### src/rtl/switch_debouncer.sv
// Two-flop synchronizer plus per-channel debounce; SW_DB settles STABLE_CYCLES+2 edges after a held raw change, no backpressure.
// Define SWITCH_DEBOUNCER_EDGE_EN to build the registered SW_RISE/SW_FALL pulses; otherwise they are tied to 0.
module switch_debouncer #(
  parameter int WIDTH         = 6,
  parameter int STABLE_CYCLES = 500000,
  parameter int CNT_W         = $clog2(STABLE_CYCLES)
) (
  input  logic             CLOCK_50,
  input  logic             RESET,
  input  logic [0:WIDTH-1] SW_RAW,
  output logic [0:WIDTH-1] SW_DB,
  output logic [0:WIDTH-1] SW_RISE,
  output logic [0:WIDTH-1] SW_FALL,
  output logic             SW_VALID
);

  localparam logic [CNT_W-1:0] LAST = CNT_W'(STABLE_CYCLES - 1);

  logic [0:WIDTH-1] sync1;
  logic [0:WIDTH-1] sync2;
  logic [CNT_W-1:0] cnt      [WIDTH];
  logic [CNT_W-1:0] cnt_next [WIDTH];
  logic [0:WIDTH-1] db_next;
  logic [CNT_W-1:0] start_cnt;
  logic             start_run;

  always_comb begin
    db_next = SW_DB;
    for (int i = 0; i < WIDTH; i++) begin
      cnt_next[i] = '0;
      if (!SW_VALID) begin
        db_next[i] = sync2[i];
      end else if (sync2[i] != SW_DB[i]) begin
        if (cnt[i] == LAST) begin
          db_next[i] = sync2[i];
        end else begin
          cnt_next[i] = cnt[i] + CNT_W'(1);
        end
      end
    end
  end

  // start_run delays the startup count by one edge so SW_VALID rises at edge STABLE_CYCLES+1
  always_ff @(posedge CLOCK_50) begin
    if (RESET) begin
      sync1     <= '0;
      sync2     <= '0;
      SW_DB     <= '0;
      SW_VALID  <= 1'b0;
      start_cnt <= '0;
      start_run <= 1'b0;
      for (int i = 0; i < WIDTH; i++) begin
        cnt[i] <= '0;
      end
    end else begin
      sync1 <= SW_RAW;
      sync2 <= sync1;
      SW_DB <= db_next;
      for (int i = 0; i < WIDTH; i++) begin
        cnt[i] <= cnt_next[i];
      end
      if (!SW_VALID) begin
        start_run <= 1'b1;
        if (start_run) begin
          if (start_cnt == LAST) begin
            SW_VALID <= 1'b1;
          end else begin
            start_cnt <= start_cnt + CNT_W'(1);
          end
        end
      end
    end
  end

`ifdef SWITCH_DEBOUNCER_EDGE_EN
  always_ff @(posedge CLOCK_50) begin
    if (RESET) begin
      SW_RISE <= '0;
      SW_FALL <= '0;
    end else begin
      SW_RISE <= SW_VALID ? (db_next & ~SW_DB) : '0;
      SW_FALL <= SW_VALID ? (~db_next & SW_DB) : '0;
    end
  end
`else
  assign SW_RISE = '0;
  assign SW_FALL = '0;
`endif

endmodule

### config.mk
export PLATFORM = sky130hd
export DESIGN_NAME = switch_debouncer
export DESIGN_NICKNAME = d
export VERILOG_FILES = /design/src/rtl/switch_debouncer.sv
export SDC_FILE = /design/constraint.sdc
export NUM_CORES = 1
export LEC_CHECK = 0
export BUFFER_PORTS_ARGS = -buffer_cell sky130_fd_sc_hd__buf_2
export CAP_MARGIN = 10
export CORE_MARGIN = 1.5
export CORE_UTILIZATION = 40
export DETAILED_ROUTE_END_ITERATION = 6
export REMOVE_ABC_BUFFERS = 1
export SETUP_SLACK_MARGIN = 0.1
export SLEW_MARGIN = 10
export SYNTH_ARGS = -nofsm -noshare
export SYNTH_HDL_FRONTEND = slang
export SYNTH_SLANG_ARGS = --single-unit
### constraint.sdc
create_clock -name CLOCK_50 -period 3.35 [get_ports CLOCK_50]
set_input_delay 0.1675 -clock CLOCK_50 [delete_from_list [all_inputs] [get_ports CLOCK_50]]
set_output_delay 0.1675 -clock CLOCK_50 [all_outputs]
set_load 0.02 [all_outputs]
=== Word level (Yosys, flattened, before mapping) ===
Memories as Yosys holds them, arrays and structs flattened.
Cells that the tools add are included.

* Bits in registers: 39
* RAM bits: 114
* Output and inout bits: 19
* Logic and storage cells: 107
* Memories kept: 1

{| class="wikitable"
|+ Memory list
! name !! depth !! width !! rd ports !! clocked after memory_dff !! write ports !! line !! text
|-
| cnt || 6 || 19 || 6 || 0 || 6 || 21 || <nowiki>logic [CNT_W-1:0] cnt [WIDTH];</nowiki>
|}

* Add/subtract/negate cells: 7
* Equality and inequality tests: 25
* Multiplexer cells: 48
* Bitwise logic cells: 8
* Reduce and logical (&&, ||, !) cells: 7

{| class="wikitable"
|+ Operators with widths
! cell !! number
|-
| $mux W19 || 24
|-
| $add A19 B1 Y19 const B || 7
|-
| $eq A19 B19 Y1 const B || 7
|-
| $mux W1 || 24
|-
| $ne A2 B1 Y1 const B || 12
|-
| $reduce_and A2 Y1 || 6
|-
| $ne A1 B1 Y1 || 6
|-
| $or A1 B1 Y1 || 6
|-
| $reduce_and A3 Y1 || 1
|-
| $not A1 Y1 || 2
|}

=== Logic depth before layout (Yosys ltp) ===
Gate-level depths: netlist of the first run.
An unclocked memory read counts as a cell.

* Word-level depth: 6
* Mapped depth: 8

=== Worst setup path after synthesis of the first run ===
OpenSTA, ideal clock, no wires.

* Kind: register -> register
* Start point: memory cnt[1][0] (netlist name)
* End point: memory cnt[1][16] (netlist name)
* Setup time: 0.070 ns
* Data arrival time: 1.874 ns
* Data required time: 3.280 ns
* Slack: 1.406 ns
* Stages on the path, launching flop included: 7
* Path buffers: 1
* Cells stage by stage: dfxtp_1 > ha_1 > nand4_2 > or3_1 > clkbuf_2 > or4_1 > a21oi_1

{| class="wikitable"
|+ RTL lines
! item !! line
|-
| start: declaration || 21
|}

==> results.json, run 1 <==
{
  "status": "finished clean",
  "htreeDepth": 4,
  "nets": 828,
  "r2r_cells": 5,
  "fp.dieW_um": 135,
  "cp_num_cells": 5,
  "cts_tree": "yes",
  "post-route-min-period_ns": 2.10,
  "cts-resized-gates": 0,
  "core-area_um2": 17200,
  "synth_area_um2": 6970,
  "cts_inserted_buffers": 17,
  "fmax_mhz": 477,
  "worst_ep_required_time_ns": 3.71,
  "skew_ns": 0.00841,
  "pin_count": 27,
  "port_buffers": 14,
  "fillers": 1701,
  "critPathBufInv": 0,
  "stdcell_count": 1051,
  "mostFrequentLayoutCell": "dfxtp_1",
  "internal-power_mw": 2.89,
  "cts_root_buf": "clkbuf_16",
  "p_seq_frac": 0.492,
  "cts_setup_buffers": 0,
  "avgSynthCellArea_um2": 8.66,
  "p_leak_nw": 2.37,
  "ant_nets": 0,
  "vias": 5299,
  "dr.pass1.iters": 4,
  "criticalPathCategory": "flip-flop to flip-flop",
  "setup_ws_ns": 1.25,
  "num_antenna_cells": 0,
  "drt_iter0_drc": 257,
  "relSlewSlack": 0.524,
  "clk_pin_slew_ns": 0.06,
  "final_core_util": 0.453,
  "path_delay_family": "simple AND/OR/NAND/NOR gates",
  "hold_buffers": 6,
  "drc": 0,
  "setup_tns_ns": 0,
  "synth_cells": 805,
  "die-area_um2": 18200,
  "syn2layout_area_growth_pct": 11.6,
  "setup-violations-final": 0,
  "rsz0062_at_grt": "false",
  "end_kind": "flip-flop",
  "dp_cells": 1013,
  "synth_cell_types": 50,
  "sw_frac_of_total": 0.227,
  "report.final.slew_viol_count": 0,
  "vdd_drop_max_v": 0.000359,
  "worstPathMaxFanout": 7,
  "drv_cap": 0,
  "grt_start_max_net_pins": 53,
  "grt_pass1_wl_mm": 22.3,
  "p_switching_mw": 0.849,
  "die_y_um": 135,
  "initial_core_util": 0.406,
  "slowest_stage": "or3_1",
  "p_per_area_nw_per_um2": 481,
  "placed_cell_area_um2": 7150,
  "dpl_worst_slack_ns": 1.23,
  "gp_congestion": 0.776,
  "drt_wl_total_mm": 12.5,
  "antenna_found_initial": 0,
  "final_hold_viol_count": 0,
  "grt_pass1_vias": 4906,
  "power_frac_clock": 0.493,
  "cts_sinks": 153,
  "layout_common_cells": "dfxtp_1, nor2_1, nand2_1, a21oi_1",
  "pwr-share-comb": 0.016,
  "hold_depth": 4,
  "synth_seq_cells": 153,
  "grtUsageTotal": 0.152,
  "viasPerCell": 5.04,
  "overflow": 0,
  "cts.path.max_buffers": 2,
  "dp_hpwl_mm": 8.47,
  "path_cells": "ha_1 -> nand4_2 -> or3_1 -> or4_1 -> a21oi_1",
  "layout-drive-gt1-share": 0.0847,
  "row_count": 48,
  "avgRoutedWirePerCell_um": 11.9,
  "final_area_um2": 7780,
  "start_kind": "flip-flop",
  "final_min_period_over_clock_period": 0.626,
  "yosysSeqAreaShare": 0.440,
  "worst_slew_pin_slew_ns": 0.712,
  "critical-path-max-stage-delay_ns": 0.52,
  "clkLatencyLatePin_ns": 0.43,
  "hold_class": "input pin to flip-flop",
  "arrival_ns": 2.45,
  "ys_warn_count": 0
}
## tightest hold or removal path, cell delays in order
cell and delay, ns:
buf_2 0.10, nor2b_1 0.15, nand2_1 0.15, nor2_1 0.05
## kinds of logic after synthesis
kind of cell,share of synthesized area
buffers and inverters,0.0469
adders and majority gates,0.0126
and+or+nand+nor,0.297
other,0.000538
AOI/OAI and AO/OA,0.0810
muxes,0.0198
xor gates and xnor gates,0.103
DFF,0.440
## through the flow
| stage | power [mW] | hold slack, ns |
|---|---|---|
| finish | 3.74 | 0.245 |
| CTS | 3.80 | 0.239 |
| global placement | 1.93 | 0.381 |
| detailed placement | 1.93 | 0.387 |
| global route | 3.88 | 0.255 |
| floorplan | 1.91 | 0.237 |
## synthesized netlist by cell type (all sizes together)
master | number | area [um2]
a2111oi | 1 | 8.76
a21boi | 1 | 7.51
a21o | 4 | 30.0
a21oi | 46 | 234
a31o | 2 | 17.5
a31oi | 1 | 6.26
and2 | 6 | 37.5
and3 | 5 | 31.3
and4 | 10 | 87.6
and4b | 1 | 10.0
buf | 19 | 130
clkbuf | 25 | 95.1
conb | 1 | 3.75
dfxtp | 153 | 3060
ha | 7 | 87.6
inv | 27 | 101
mux2 | 6 | 67.6
mux2i | 7 | 70.1
nand2 | 47 | 176
nand2b | 14 | 87.6
nand3 | 44 | 220
nand3b | 1 | 7.51
nand4 | 30 | 194
nand4b | 1 | 8.76
nor2 | 103 | 387
nor2b | 20 | 125
nor3 | 6 | 30.0
nor4 | 28 | 175
nor4b | 6 | 52.6
nor4bb | 3 | 30.0
o21ai | 21 | 105
o21bai | 2 | 26.3
o31ai | 16 | 120
o41ai | 1 | 8.76
or2 | 8 | 50.1
or3 | 27 | 169
or3b | 1 | 8.76
or4 | 20 | 158
or4b | 1 | 10.0
or4bb | 1 | 11.3
xnor2 | 44 | 385
xor2 | 38 | 333
## cell type report
class | count | area [um2] | share of cell area
well taps | 225 | 282 | 0.0362
multi-input cells | 592 | 3620 | 0.465
flip-flops and latches | 153 | 3060 | 0.394
clock buffers | 17 | 425 | 0.0547
inverters | 27 | 101 | 0.0130
repair buffers | 22 | 145 | 0.0187
clock inverters | 15 | 143 | 0.0183
## path summary, 6_finish.rpt
check             startpoint          to  slack, ns
hold reg to reg     sync1[5]    sync2[5]       0.44
hold / removal         RESET   cnt[2][2]       0.24
setup reg to reg   cnt[1][0]  cnt[1][16]       1.25
setup / recovery   cnt[1][0]  cnt[1][16]       1.25
## metal layers
layer | part of all wire | routed length (um) | GRT usage
met3 | 0.022 | 279 | 0.0428
met2 | 0.44 | 5480 | 0.235
met5 | 0 | 0 | 0
met1 | 0.53 | 6640 | 0.199
met4 | 0.0092 | 115 | 0.0615
## registers in the layout (all words and copies together), names as in the netlist
name and count:
cnt 114, SW_DB 6, start_cnt 19, sync2 6, sync1 6, start_run 1
SW_VALID 1
## power by group through the flow
stage | Clock, mW | Sequential, mW | Combinational (mW)
after floorplan | 0 | 1.88 | 0.0321
after global placement | 0 | 1.88 | 0.0528
after detailed placement | 0 | 1.88 | 0.0537
after CTS | 1.90 | 1.84 | 0.0592
after global routing | 1.98 | 1.84 | 0.0663
final | 1.84 | 1.84 | 0.0580
No activity file was read; power rests on OpenSTA's default activity.
==> run 2: changes to the inputs <==
==> constraint.sdc (replaced) <==
create_clock -name CLOCK_50 -period 1.7 [get_ports CLOCK_50]
set_input_delay 0.085 -clock CLOCK_50 [delete_from_list [all_inputs] [get_ports CLOCK_50]]
set_output_delay 0.085 -clock CLOCK_50 [all_outputs]
set_load 0.02 [all_outputs]
==> run 2 against run 1 <==
The run now ends with setup timing left. Clock power rose by 99%. Count of clock-buffer cells in the layout rose by 3. Register-to-register slack got worse by 1.4 ns. Design area rose by 24%. Setup slack got worse by 1.4 ns. Sequential cell count did not move. Final cell count rose by 15%. Worst hold slack got worse by 0.071 ns. Global-route usage rose by 1.5 points. First-iteration DRC count fell by 23%. Critical path type unchanged. Largest cell class unchanged. Largest power group is now the clock network. Highest routed layer unchanged.
==> results.json, run 2 (synthesis gave the netlist of run 1 again) <==
{
  "placed_cell_area_um2": 8150,
  "stdcell_count": 1209,
  "syn2layout_area_growth_pct": 38.9,
  "hold_slack_ns": 0.174,
  "cp_common_cell": "or4_4",
  "top_regs": "cnt x114, start_cnt x19",
  "end_kind": "flip-flop",
  "p_per_area_nw_per_um2": 767,
  "dp_hpwl_mm": 9.87,
  "sw_frac_of_total": 0.211,
  "critical-path-max-stage-delay_ns": 0.56,
  "top_register": "cnt",
  "cts_inserted_buffers": 17,
  "slowest_stage": "or4_4",
  "drt_iter0_drc": 197,
  "min_from": "RESET",
  "viasPerCell": 5.00,
  "p_switching_mw": 1.56,
  "violations": "setup timing",
  "clkLatencyLatePin_ns": 0.42,
  "busiest_layer": "met2",
  "internal-power_mw": 5.86,
  "grt_start_max_net_pins": 53,
  "final_area_um2": 9680,
  "worst_ep_required_time_ns": 2.00,
  "num_antenna_cells": 0,
  "drt_wl_total_mm": 15.5,
  "pin_count": 27,
  "rsz0062_at_grt": "true",
  "antenna_found_initial": 0,
  "layout-drive-gt1-share": 0.351,
  "dr.pass1.iters": 4,
  "drc": 0,
  "setup_tns_ns": -2.82,
  "htreeDepth": 4,
  "met3_usage": 0.0405,
  "cts_tree": "yes",
  "p_leak_nw": 3.39,
  "overflow": 0,
  "drv_cap": 0,
  "final_hold_viol_count": 0,
  "r2r_start": "cnt[1][12]",
  "die_y_um": 135,
  "status": "finished with violations",
  "vdd_drop_max_v": 0.000894,
  "skew_ns": 0.00653,
  "cts_sinks": 153,
  "grtUsageTotal": 0.166,
  "path_cells": "or4_4 -> or4_4 -> o21bai_4 -> buf_12 -> a21oi_1",
  "grt_pass1_vias": 5570,
  "dpl_worst_slack_ns": -0.218,
  "dp_cells": 1139,
  "criticalPathCategory": "flip-flop to flip-flop",
  "use_met1": 0.206,
  "initial_core_util": 0.406,
  "hold_class": "input pin to flip-flop",
  "post-route-min-period_ns": 1.87,
  "fin_total_pwr_mw": 7.42,
  "die-area_um2": 18200,
  "cts.path.max_buffers": 2,
  "core-area_um2": 17200,
  "start_kind": "flip-flop",
  "startpoint": "cnt[1][12]",
  "grt_pass1_wl_mm": 24.6,
  "gp_congestion": 0.800,
  "mostFrequentLayoutCell": "buf_4",
  "row_count": 48,
  "clk_pin_slew_ns": 0.06,
  "nets": 987,
  "avgRoutedWirePerCell_um": 12.9,
  "final_core_util": 0.564,
  "p_seq_frac": 0.488,
  "gr-usage-met2": 0.279,
  "setup-violations-final": 18,
  "layout_common_cells": "buf_4, dfxtp_1, nor2_1, nand2_1, xnor2_1",
  "vias": 6041,
  "ant_nets": 0,
  "setup_ws_ns": -0.170,
  "largest_register_ffs": 114,
  "power_frac_clock": 0.493,
  "port_buffers": 14,
  "arrival_ns": 2.17,
  "fp.dieW_um": 135,
  "cts_root_buf": "clkbuf_16",
  "final_min_period_over_clock_period": 1.10,
  "fmax_mhz": 535,
  "pwr-share-comb": 0.020,
  "worstPathMaxFanout": 17,
  "report.final.slew_viol_count": 0
}
[run 2: path summary, 6_finish.rpt]
check | end | slack (ns) | cells past startpoint
hold / removal | cnt[3][2] | 0.17 | 5
setup reg to reg | cnt[1][18] | -0.17 | 5
setup / recovery | cnt[1][18] | -0.17 | 5
hold reg to reg | sync2[5] | 0.44 | 1
[run 2: power groups by stage]
stage / combinational, mW / clock [mW] / sequential, mW
4_1_cts: 0.143 / 3.75 / 3.63
5_1_grt: 0.160 / 3.89 / 3.62
3_3_place_gp: 0.121 / 0 / 3.70
6_report: 0.147 / 3.66 / 3.62
2_1_floorplan: 0.0632 / 0 / 3.71
3_5_place_dp: 0.123 / 0 / 3.70
[run 2: per-layer routing]
metal,wire (um),vias up,share of wire
met5,0,-,0
met4,276,0,0.018
met3,329,22,0.021
met2,7640,48,0.49
met1,7300,2846,0.47
li1,-,3125,-
[run 2: worst max-delay path: cells and delay by family (launching register included)]
family          cells  cell delay, ns
buf+inv             1            0.16
simple gates        2            1.09
compound gates      2            0.20
flops               1            0.31
[run 2: cell type report]
cell class	count	area, um2
clock inverter	11	125
inverter	27	101
tap	225	282
clock buffer	20	447
sequential	153	3130
multi-input combinational	592	4140
timing repair buffer	181	1450
fill	1555	7500
[run 2: repair_timing]
item / CTS / global route
hold buffers: 6 / 0
gates resized for setup: 50 / 133
cloned: 0 / 2
setup endpoints to repair: 59 / 109
pin swaps: 25 / 48
endpoints found under the hold margin: 6 / 0
buffers inserted: 10 / 24
